--- config.mk ---
export PLATFORM = sky130hd
export DESIGN_NAME = muldiv_unit
export DESIGN_NICKNAME = d
export VERILOG_FILES = /design/src/rtl/muldiv_unit.sv
export SDC_FILE = /design/constraint.sdc
export NUM_CORES = 1
export LEC_CHECK = 0
export BUFFER_PORTS_ARGS = -buffer_cell sky130_fd_sc_hd__clkbuf_2
export CAP_MARGIN = 20
export CORE_MARGIN = 2
export CORE_UTILIZATION = 35
export DETAILED_ROUTE_END_ITERATION = 6
export GPL_ROUTABILITY_DRIVEN = 0
export PLACE_DENSITY = 0.5
export SLEW_MARGIN = 20
export SYNTH_ARGS = -nofsm -noshare
export SYNTH_HDL_FRONTEND = slang
export SYNTH_SLANG_ARGS = --single-unit
--- constraint.sdc ---
create_clock -name clk -period 7.06 [get_ports clk]
set_clock_uncertainty 0.15 [all_clocks]
set_input_delay 1.412 -clock clk [delete_from_list [all_inputs] [get_ports clk]]
set_output_delay 1.412 -clock clk [all_outputs]
set_load 0.05 [all_outputs]
--- src/rtl/muldiv_unit.sv ---
// muldiv_unit: iterative RV32M multiply/divide unit for the execute stage.
// Ports: clk, rst_n (async active-low); in_valid/in_ready + op/A/B operand
//   handshake; kill flush; out_valid/out_ready + result output handshake;
//   busy high while an operation is in flight (CALC or DONE).
// Optional build macro MULDIV_FAST_MUL_EN: single-cycle multiplies.
module muldiv_unit #(
    parameter int XLEN  = 32,
    parameter int CNT_W = $clog2(XLEN) + 1
) (
    input  logic            clk,
    input  logic            rst_n,
    input  logic            in_valid,
    output logic            in_ready,
    input  logic [2:0]      op,
    input  logic [XLEN-1:0] A,
    input  logic [XLEN-1:0] B,
    input  logic            kill,
    output logic            out_valid,
    input  logic            out_ready,
    output logic [XLEN-1:0] result,
    output logic            busy
);

    localparam logic [1:0] S_IDLE = 2'd0;
    localparam logic [1:0] S_CALC = 2'd1;
    localparam logic [1:0] S_DONE = 2'd2;

    logic [1:0]       state_q, state_d;
    logic [2:0]       op_q, op_d;
    logic [XLEN-1:0]  hi_q, hi_d;
    logic [XLEN-1:0]  lo_q, lo_d;
    logic [XLEN-1:0]  md_q, md_d;
    logic             neg_q, neg_d;
    logic             rneg_q, rneg_d;
    logic [CNT_W-1:0] cnt_q, cnt_d;
    logic [XLEN-1:0]  res_q, res_d;

    // Operand decode at accept time
    logic            is_div;
    logic            a_sgn, b_sgn;
    logic            a_neg, b_neg;
    logic [XLEN-1:0] a_mag, b_mag;
    logic            b_zero, ovf, special;
    logic [XLEN-1:0] spec_res;
    logic            fast;
    logic [XLEN-1:0] fast_res;
    logic            accept;

    assign is_div = op[2];
    // MUL low half is sign-agnostic, so it runs unsigned
    assign a_sgn = is_div ? ~op[0] : (op[1:0] == 2'b01 || op[1:0] == 2'b10);
    assign b_sgn = is_div ? ~op[0] : (op[1:0] == 2'b01);
    assign a_neg = a_sgn & A[XLEN-1];
    assign b_neg = b_sgn & B[XLEN-1];
    assign a_mag = a_neg ? -A : A;
    assign b_mag = b_neg ? -B : B;

    assign b_zero  = (B == '0);
    assign ovf     = ~op[0] & (A == {1'b1, {(XLEN-1){1'b0}}}) & (&B);
    assign special = is_div & (b_zero | ovf);
    // Overflow: quotient is A (MIN_INT) and remainder is zero
    assign spec_res = b_zero ? (op[1] ? A : '1) : (op[1] ? '0 : A);

`ifdef MULDIV_FAST_MUL_EN
    logic [2*XLEN-1:0] a_ext, b_ext, fprod;
    assign a_ext    = {{XLEN{a_sgn & A[XLEN-1]}}, A};
    assign b_ext    = {{XLEN{b_sgn & B[XLEN-1]}}, B};
    assign fprod    = a_ext * b_ext;
    assign fast     = ~is_div;
    assign fast_res = (op[1:0] == 2'b00) ? fprod[XLEN-1:0]
                                         : fprod[2*XLEN-1:XLEN];
`else
    assign fast     = 1'b0;
    assign fast_res = '0;
`endif

    assign accept = in_valid & in_ready & ~kill;

    // One iteration: shift-add multiply or restoring divide step.
    // Multiply keeps the product in {hi,lo} with the multiplier in lo;
    // divide keeps the partial remainder in hi, dividend/quotient in lo.
    logic [XLEN:0]   mul_sum;
    logic [XLEN:0]   div_sh, div_diff;
    logic            div_ok;
    logic [XLEN-1:0] hi_n, lo_n;

    assign mul_sum  = {1'b0, hi_q} + (lo_q[0] ? {1'b0, md_q} : '0);
    assign div_sh   = {hi_q, lo_q[XLEN-1]};
    assign div_diff = div_sh - {1'b0, md_q};
    assign div_ok   = ~div_diff[XLEN];

    always_comb begin
        if (op_q[2]) begin
            hi_n = div_ok ? div_diff[XLEN-1:0] : div_sh[XLEN-1:0];
            lo_n = {lo_q[XLEN-2:0], div_ok};
        end else begin
            {hi_n, lo_n} = {mul_sum, lo_q[XLEN-1:1]};
        end
    end

    // Sign fix-up applied to the final iteration's outputs
    logic [2*XLEN-1:0] prod, prod_s;
    logic [XLEN-1:0]   quo, rem, fin;

    assign prod   = {hi_n, lo_n};
    assign prod_s = neg_q ? -prod : prod;
    assign quo    = neg_q ? -lo_n : lo_n;
    assign rem    = rneg_q ? -hi_n : hi_n;

    always_comb begin
        if (op_q[2])
            fin = op_q[1] ? rem : quo;
        else if (op_q[1:0] == 2'b00)
            fin = prod_s[XLEN-1:0];
        else
            fin = prod_s[2*XLEN-1:XLEN];
    end

    always_comb begin
        state_d = state_q;
        op_d    = op_q;
        hi_d    = hi_q;
        lo_d    = lo_q;
        md_d    = md_q;
        neg_d   = neg_q;
        rneg_d  = rneg_q;
        cnt_d   = cnt_q;
        res_d   = res_q;
        unique case (state_q)
            S_IDLE: begin
                if (accept) begin
                    op_d   = op;
                    neg_d  = a_neg ^ b_neg;
                    rneg_d = a_neg;
                    cnt_d  = '0;
                    hi_d   = '0;
                    lo_d   = is_div ? a_mag : b_mag;
                    md_d   = is_div ? b_mag : a_mag;
                    if (special) begin
                        res_d   = spec_res;
                        state_d = S_DONE;
                    end else if (fast) begin
                        res_d   = fast_res;
                        state_d = S_DONE;
                    end else begin
                        state_d = S_CALC;
                    end
                end
            end
            S_CALC: begin
                if (kill) begin
                    state_d = S_IDLE;
                end else begin
                    hi_d  = hi_n;
                    lo_d  = lo_n;
                    cnt_d = cnt_q + CNT_W'(1);
                    if (cnt_q == CNT_W'(XLEN - 1)) begin
                        res_d   = fin;
                        state_d = S_DONE;
                    end
                end
            end
            S_DONE: begin
                if (kill || out_ready)
                    state_d = S_IDLE;
            end
            default: state_d = S_IDLE;
        endcase
    end

    always_ff @(posedge clk or negedge rst_n) begin
        if (!rst_n) begin
            state_q <= S_IDLE;
            op_q    <= '0;
            hi_q    <= '0;
            lo_q    <= '0;
            md_q    <= '0;
            neg_q   <= 1'b0;
            rneg_q  <= 1'b0;
            cnt_q   <= '0;
            res_q   <= '0;
        end else begin
            state_q <= state_d;
            op_q    <= op_d;
            hi_q    <= hi_d;
            lo_q    <= lo_d;
            md_q    <= md_d;
            neg_q   <= neg_d;
            rneg_q  <= rneg_d;
            cnt_q   <= cnt_d;
            res_q   <= res_d;
        end
    end

    assign in_ready  = (state_q == S_IDLE);
    assign out_valid = (state_q == S_DONE);
    assign busy      = (state_q == S_CALC) || (state_q == S_DONE);
    assign result    = res_q;

endmodule

==> impl_metrics.csv, run 1 <==
group,metric,value,unit
outcome,run_status,"complete, no violations",
timing,finalMaxSlewViolations,0,
yosys,synth.net_count,2494,
floorplan,core_area,47600,um2
yosys,async_flop_share,1.00,
clock_tree,cts_tree,"built",
yosys,synth-warning-count,0,
power,power_frac_seq,0.143,
cells_and_area,register_area,3530,um2
floorplan,fp.dieH,223,um
floorplan,dieArea,49900,um2
timing,finalWorstSetupSlack,740,ps
global_routing,grtUsageTotal,0.310,
power,p_sw_frac,0.607,
routing,wl_per_cell,25.9,um
clock_tree,cts_made_buffers,17,
cells_and_area,multi_input_area,12400,um2
timing,setup_tns,0,ps
global_routing,grt_max_degree,111,
timing,setup_viol_count_final,0,
power,p_per_area,613,nW/um2
clock_tree,clock_sinks,141,
clock_tree,post_cts_resized,0,
place,hpwl,61400,um
floorplan,die_width,223,um
place,io_buffer_count,106,
routing,antenna_left,0,
routing,first_pass_iters,5,
setup_path,ff2ff_setup_slack,740,ps
timing,fin_crit_sh,0.895,
cells_and_area,fin_nets,2524,
yosys,synth_cell_types,101,
cells_and_area,final_util,0.390,
floorplan,start_util,0.354,
cells_and_area,drive_gt1_frac,0.106,
yosys,syn_avg_cell_area,7.18,um2
yosys,synthSimpleGateAreaFrac,0.228,
routing,drt_iter0_markers,2225,
routing,wirelength,77900,um
yosys,synth-compound-area-share,0.321,
power,power.share.clock,0.088,
floorplan,boundaryPins,107,
clock_tree,clk_latency,470,ps
power,power_leakage,7.66,nW
yosys,synthAdderAreaFrac,0.0573,
timing,finalHoldViolations,0,
power,p_int,4.48,mW
clock_tree,clk_pin_slew,70,ps
yosys,synth_edf_count,0,
setup_path,cp.required,7290,ps
yosys,synthMuxAreaShare,0.0432,
clock_tree,cts_root_buf,"clkbuf_16",
clock_tree,cts_buffer_depth,2,
setup_path,crit_arrival,6550,ps
hold_path,hold_class,"flip-flop to flip-flop",
power,vdd_drop_max,0.253,mV
setup_path,cp-end-kind,"flip-flop",
timing,fin_crit,6320,ps
yosys,synthFlopType,"dfrtp_1",
cells_and_area,syn_to_final_growth,10.2,%
yosys,synthXorXnorAreaFrac,0.0884,
cells_and_area,fillers,5078,
routing,num_vias,18800,
setup_path,critPathLaunchType,"flip-flop",
clock_tree,postCtsSetupRepairBufs,0,
floorplan,rows,80,
clock_tree,h-tree-depth,4,
global_routing,antenna_found_initial,2,
routing,drc_errors,0,
setup_path,worst-setup-path-type,"flip-flop to flip-flop",
setup_path,crit_path_max_fanout,15,
power,fin_total_pwr,11.4,mW
global_routing,globalRoute.totalOverflow,0,
global_routing,grt_pass1_wl,116000,um
clock_tree,cts_hold_buf,0,
timing,worst_slew_pin_slew,1120,ps
yosys,synth_top_family_by_area,"compound AO/OA/AOI/OAI gates",
yosys,synth_cells,2346,
timing,rsz0062_at_grt,"no",
timing,max_slew_margin,0.249,
place,pre_cts_ws,405,ps
power,combPwrFrac,0.769,
yosys,synth-seq-cells,141,
yosys,seq_area_frac_synth,0.209,
run,cap_viol_max_count,0,
yosys,syn-cell-area,16900,um2
power,p_sw,6.91,mW
global_routing,grt_pass1_vias,17600,
timing,fmax,0.158,GHz
routing,viasPerCell,6.27,
[sequential cells by signal, summed over array words and instances (netlist names)]
signal	count
hi_q	32
rneg_q	1
state_q	2
neg_q	1
md_q	32
lo_q	32
result	32
op_q	3
cnt_q	6
[final timing paths]
path / start / endpoint / depth (start not counted)
max: lo_q[31] / result[26] / 21
min: result[3] / result[3] / 2
max reg2reg: lo_q[31] / result[26] / 21
min reg2reg: result[3] / result[3] / 2
max in group asynchronous: rst_n / op_q[2] / 2
min in group asynchronous: rst_n / cnt_q[3] / 1
[layout make-up]
cell class              instances  share of cell area
repair buffers                154              0.0489
inverters                      80              0.0162
multi-input cells            1982               0.670
well taps                     615              0.0414
clock buffers                  18              0.0236
clock inverters                14             0.00977
diodes                          1            0.000135
flip-flops and latches        141               0.190
[synth_stat cells, types with 22 or more instances]
library cell / n / area [um2]
o21a_1: 22 / 165
o211ai_1: 32 / 240
nand3_1: 45 / 225
and2_1: 40 / 250
xnor2_1: 97 / 850
a21oi_1: 247 / 1240
a21o_1: 25 / 188
nand2_1: 281 / 1050
nor3_1: 58 / 290
o21ai_0: 273 / 1370
xor2_1: 73 / 639
nor2_1: 202 / 758
mux2i_1: 57 / 571
inv_1: 80 / 300
ha_1: 74 / 926
clkbuf_1: 103 / 387
dfrtp_1: 141 / 3530
a211oi_1: 30 / 225
o31ai_1: 35 / 263
nand4_1: 29 / 181
[power by group through the flow]
stage / Sequential, mW / Clock [mW] / Combinational [mW]
floorplan: 1.70 / 0 / 5.61
global placement: 1.62 / 0 / 8.45
detailed placement: 1.63 / 0 / 8.46
CTS: 1.62 / 1.01 / 8.50
global route: 1.68 / 1.04 / 9.35
finish: 1.63 / 1.00 / 8.76
[per-layer routing]
layer | vias to the layer above | wire, um | global-route usage
met5 | - | 0 | 0
met4 | 0 | 3700 | 0.142
met1 | 9082 | 33900 | 0.428
met2 | 936 | 33200 | 0.463
li1 | 8648 | - | -
met3 | 172 | 7070 | 0.0647
[per-stage QoR]
step           hold WS, ps  instance area [um2]  instances
6_report               330                18600       3005
5_1_grt                366                18600       3004
4_1_cts                331                18600       3004
3_5_place_dp           317                17900       2972
3_3_place_gp           315                17900       2971
2_1_floorplan          314                16900       2346
[layout by cell type (no fill, tap or decap), drive strengths merged, types with 16 or more instances in the layout]
master / instances
o211ai: 33
or3: 16
mux2i: 57
nand4: 30
a211oi: 31
dfrtp: 141
nand2b: 20
inv: 85
nand3: 45
xor2: 73
clkbuf: 122
o31ai: 36
ha: 74
a21oi: 248
and2: 41
a21o: 25
nor2: 203
o21ai: 286
nor3: 59
a22o: 20
xnor2: 97
o21a: 22
buf: 50
nand2: 282
a31oi: 21
[worst max-delay path, cell delays in order (launching register included)]
cell and delay [ps]:
dfrtp_1 420, inv_1 110, ha_1 160, inv_1 50, fa_1 420, a211oi_1 470
or3_4 260, a21boi_4 70, o211ai_2 360, a21oi_4 190, or4_1 510, nand3_1 210
ha_1 380, inv_1 100, nor4bb_1 300, o31ai_1 180, or4b_4 560, or4_4 490
o31ai_1 300, xnor2_1 160, a21oi_1 90, o31ai_1 250
[kinds of logic after synthesis]
logic type               after synthesis
AND/OR/NAND/NOR                      801
XOR/XNOR                             170
adder cells (fa/ha/maj)               76
AO/OA/AOI/OAI                        864
buffers and inverters                223
multiplexers                          71
flip-flops                           141
No activity file was read; power rests on OpenSTA's default activity.
==> run 2: changes to the inputs <==
- GPL_TIMING_DRIVEN: unset -> 0
- SLEW_MARGIN: 20 -> unset
==> run 2 against run 1 <==
The run now ends with design-rule violations left. Non-clock buffer count is 95 higher. Register-to-register slack worse by 460 ps. Utilization is 0.71 points higher.
==> impl_metrics.csv, run 2 (same netlist as run 1, synthesis figures left out) <==
group,metric,value,unit
timing,fin_crit_sh,0.961,
routing,antenna_left,0,
clock_tree,cts_made_buffers,17,
outcome,violations,"design-rule violations",
clock_tree,cts_tree,"built",
routing,wl_per_cell,27.0,um
hold_path,hold_start,"result[3]",
cells_and_area,syn_to_final_growth,12.2,%
floorplan,fp.dieH,223,um
global_routing,globalRoute.totalOverflow,0,
setup_path,path_buf_inv,7,
timing,fmax,0.147,GHz
cells_and_area,postLayoutCellArea,18900,um2
floorplan,dieArea,49900,um2
floorplan,boundaryPins,107,
timing,worst_slew_pin_slew,1180,ps
clock_tree,cts_buffer_depth,2,
clock_tree,clk_latency,470,ps
clock_tree,clock_sinks,141,
place,placed_area,18200,um2
timing,rsz0062_at_grt,"no",
hold_path,hold_class,"flip-flop to flip-flop",
floorplan,die_width,223,um
global_routing,grtUsageTotal,0.330,
cells_and_area,final_common_cell,"nand2_1",
timing,finalHoldViolations,0,
outcome,run_status,"complete, but fails checks",
clock_tree,clk_pin_slew,70,ps
routing,drt_iter0_markers,2662,
floorplan,start_util,0.354,
clock_tree,postCtsSetupRepairBufs,0,
floorplan,core_area,47600,um2
routing,wirelength,83800,um
routing,num_vias,19800,
setup_path,critPathMaxStageDelay,580,ps
global_routing,antenna_found_initial,3,
setup_path,crit_path_max_fanout,10,
floorplan,rows,80,
setup_path,r2r_start,"lo_q[31]",
setup_path,cp.required,7240,ps
clock_tree,cts_root_buf,"clkbuf_16",
setup_path,critPathLaunchType,"flip-flop",
place,hpwl,68400,um
setup_path,ff2ff_setup_slack,280,ps
cells_and_area,final_cell_mix,"nand2_1 (280), o21ai_0 (272), a21oi_1 (247)",
setup_path,cp-end-kind,"flip-flop",
setup_path,crit_arrival,6970,ps
routing,drc_errors,3,
clock_tree,cts_hold_buf,0,
setup_path,worst-setup-path-type,"flip-flop to flip-flop",
timing,setup_tns,0,ps
setup_path,crit_family,"compound AO/OA/AOI/OAI gates",
cells_and_area,fin_nets,2619,
routing,first_pass_iters,7,
routing,viasPerCell,6.38,
timing,max_slew_margin,0.205,
cells_and_area,final_util,0.397,
setup_path,cp-startpoint,"lo_q[31]",
place,io_buffer_count,106,
setup_path,cp_slowest_cell,"or4b_4",
global_routing,grt_pass1_vias,18300,
timing,fin_crit,6780,ps
global_routing,grt_pass1_wl,122000,um
cells_and_area,drive_gt1_frac,0.0990,
clock_tree,h-tree-depth,4,
timing,setup_viol_count_final,0,
timing,finalMaxSlewViolations,0,
global_routing,grt_max_degree,102,
run,cap_viol_max_count,0,
[run 2: cell count changes in the layout (fill, tap and decap cells not counted), sizes merged]
cell,previous run,this run
inv,85,87
buf,50,37
clkbuf,122,229
bufinv,3,0
clkinvlp,4,1
clkinv,2,7
[run 2: area by class of cell]
type                       instances  area, um2
clock buffer                      17        425
inverter                          80        300
clock inverter                    15        193
antenna                            1       2.50
timing repair buffer             109        582
multi-input combinational       1982      12500
sequential                       141       3540
fill                            5152      28700
tap                              615        769
buffer                           140        617
[run 2: worst reg2reg max path, delay by kind of cell (launching register included)]
family	cells	cell delay, ps
compound gates	10	2170
simple gates	5	1700
buf+inv	7	1210
fa+ha+maj	3	860
flops	1	450
xor+xnor	1	110
[run 2: metrics by stage]
step | setup WS [ps] | cells | hold WS, ps
after floorplan | 1130 | 2346 | 314
after global placement | -1480 | 3067 | 316
after detailed placement | -1460 | 3069 | 323
after CTS | 47.3 | 3099 | 339
after global routing | 55.6 | 3099 | 383
final | 276 | 3100 | 331
[run 2: layer usage]
| layer | up-vias | routed length, um | track usage |
|---|---|---|---|
| met5 | - | 0 | 0 |
| met4 | 0 | 4440 | 0.155 |
| met3 | 244 | 8870 | 0.0748 |
| met2 | 1215 | 35000 | 0.496 |
| met1 | 9463 | 35500 | 0.448 |
| li1 | 8847 | - | - |
[run 2: worst paths after layout]
| path | depth (start not counted) | endpoint |
|---|---|---|
| min in group asynchronous | 1 | result[14] |
| worst min register to register | 2 | result[3] |
| worst max register to register | 26 | result[18] |
| max in group asynchronous | 2 | md_q[23] |
| worst min-delay path | 2 | result[3] |
| worst max-delay path | 26 | result[18] |
[run 2: repair_timing]
action	CTS	global route
setup endpoints to repair	16	7
pin swaps	0	1
resized for setup	10	24
Power of run 2 is left out: the tool's default activity adds up to more than one toggle a clock period on the data nets, which glitch-free logic cannot reach.
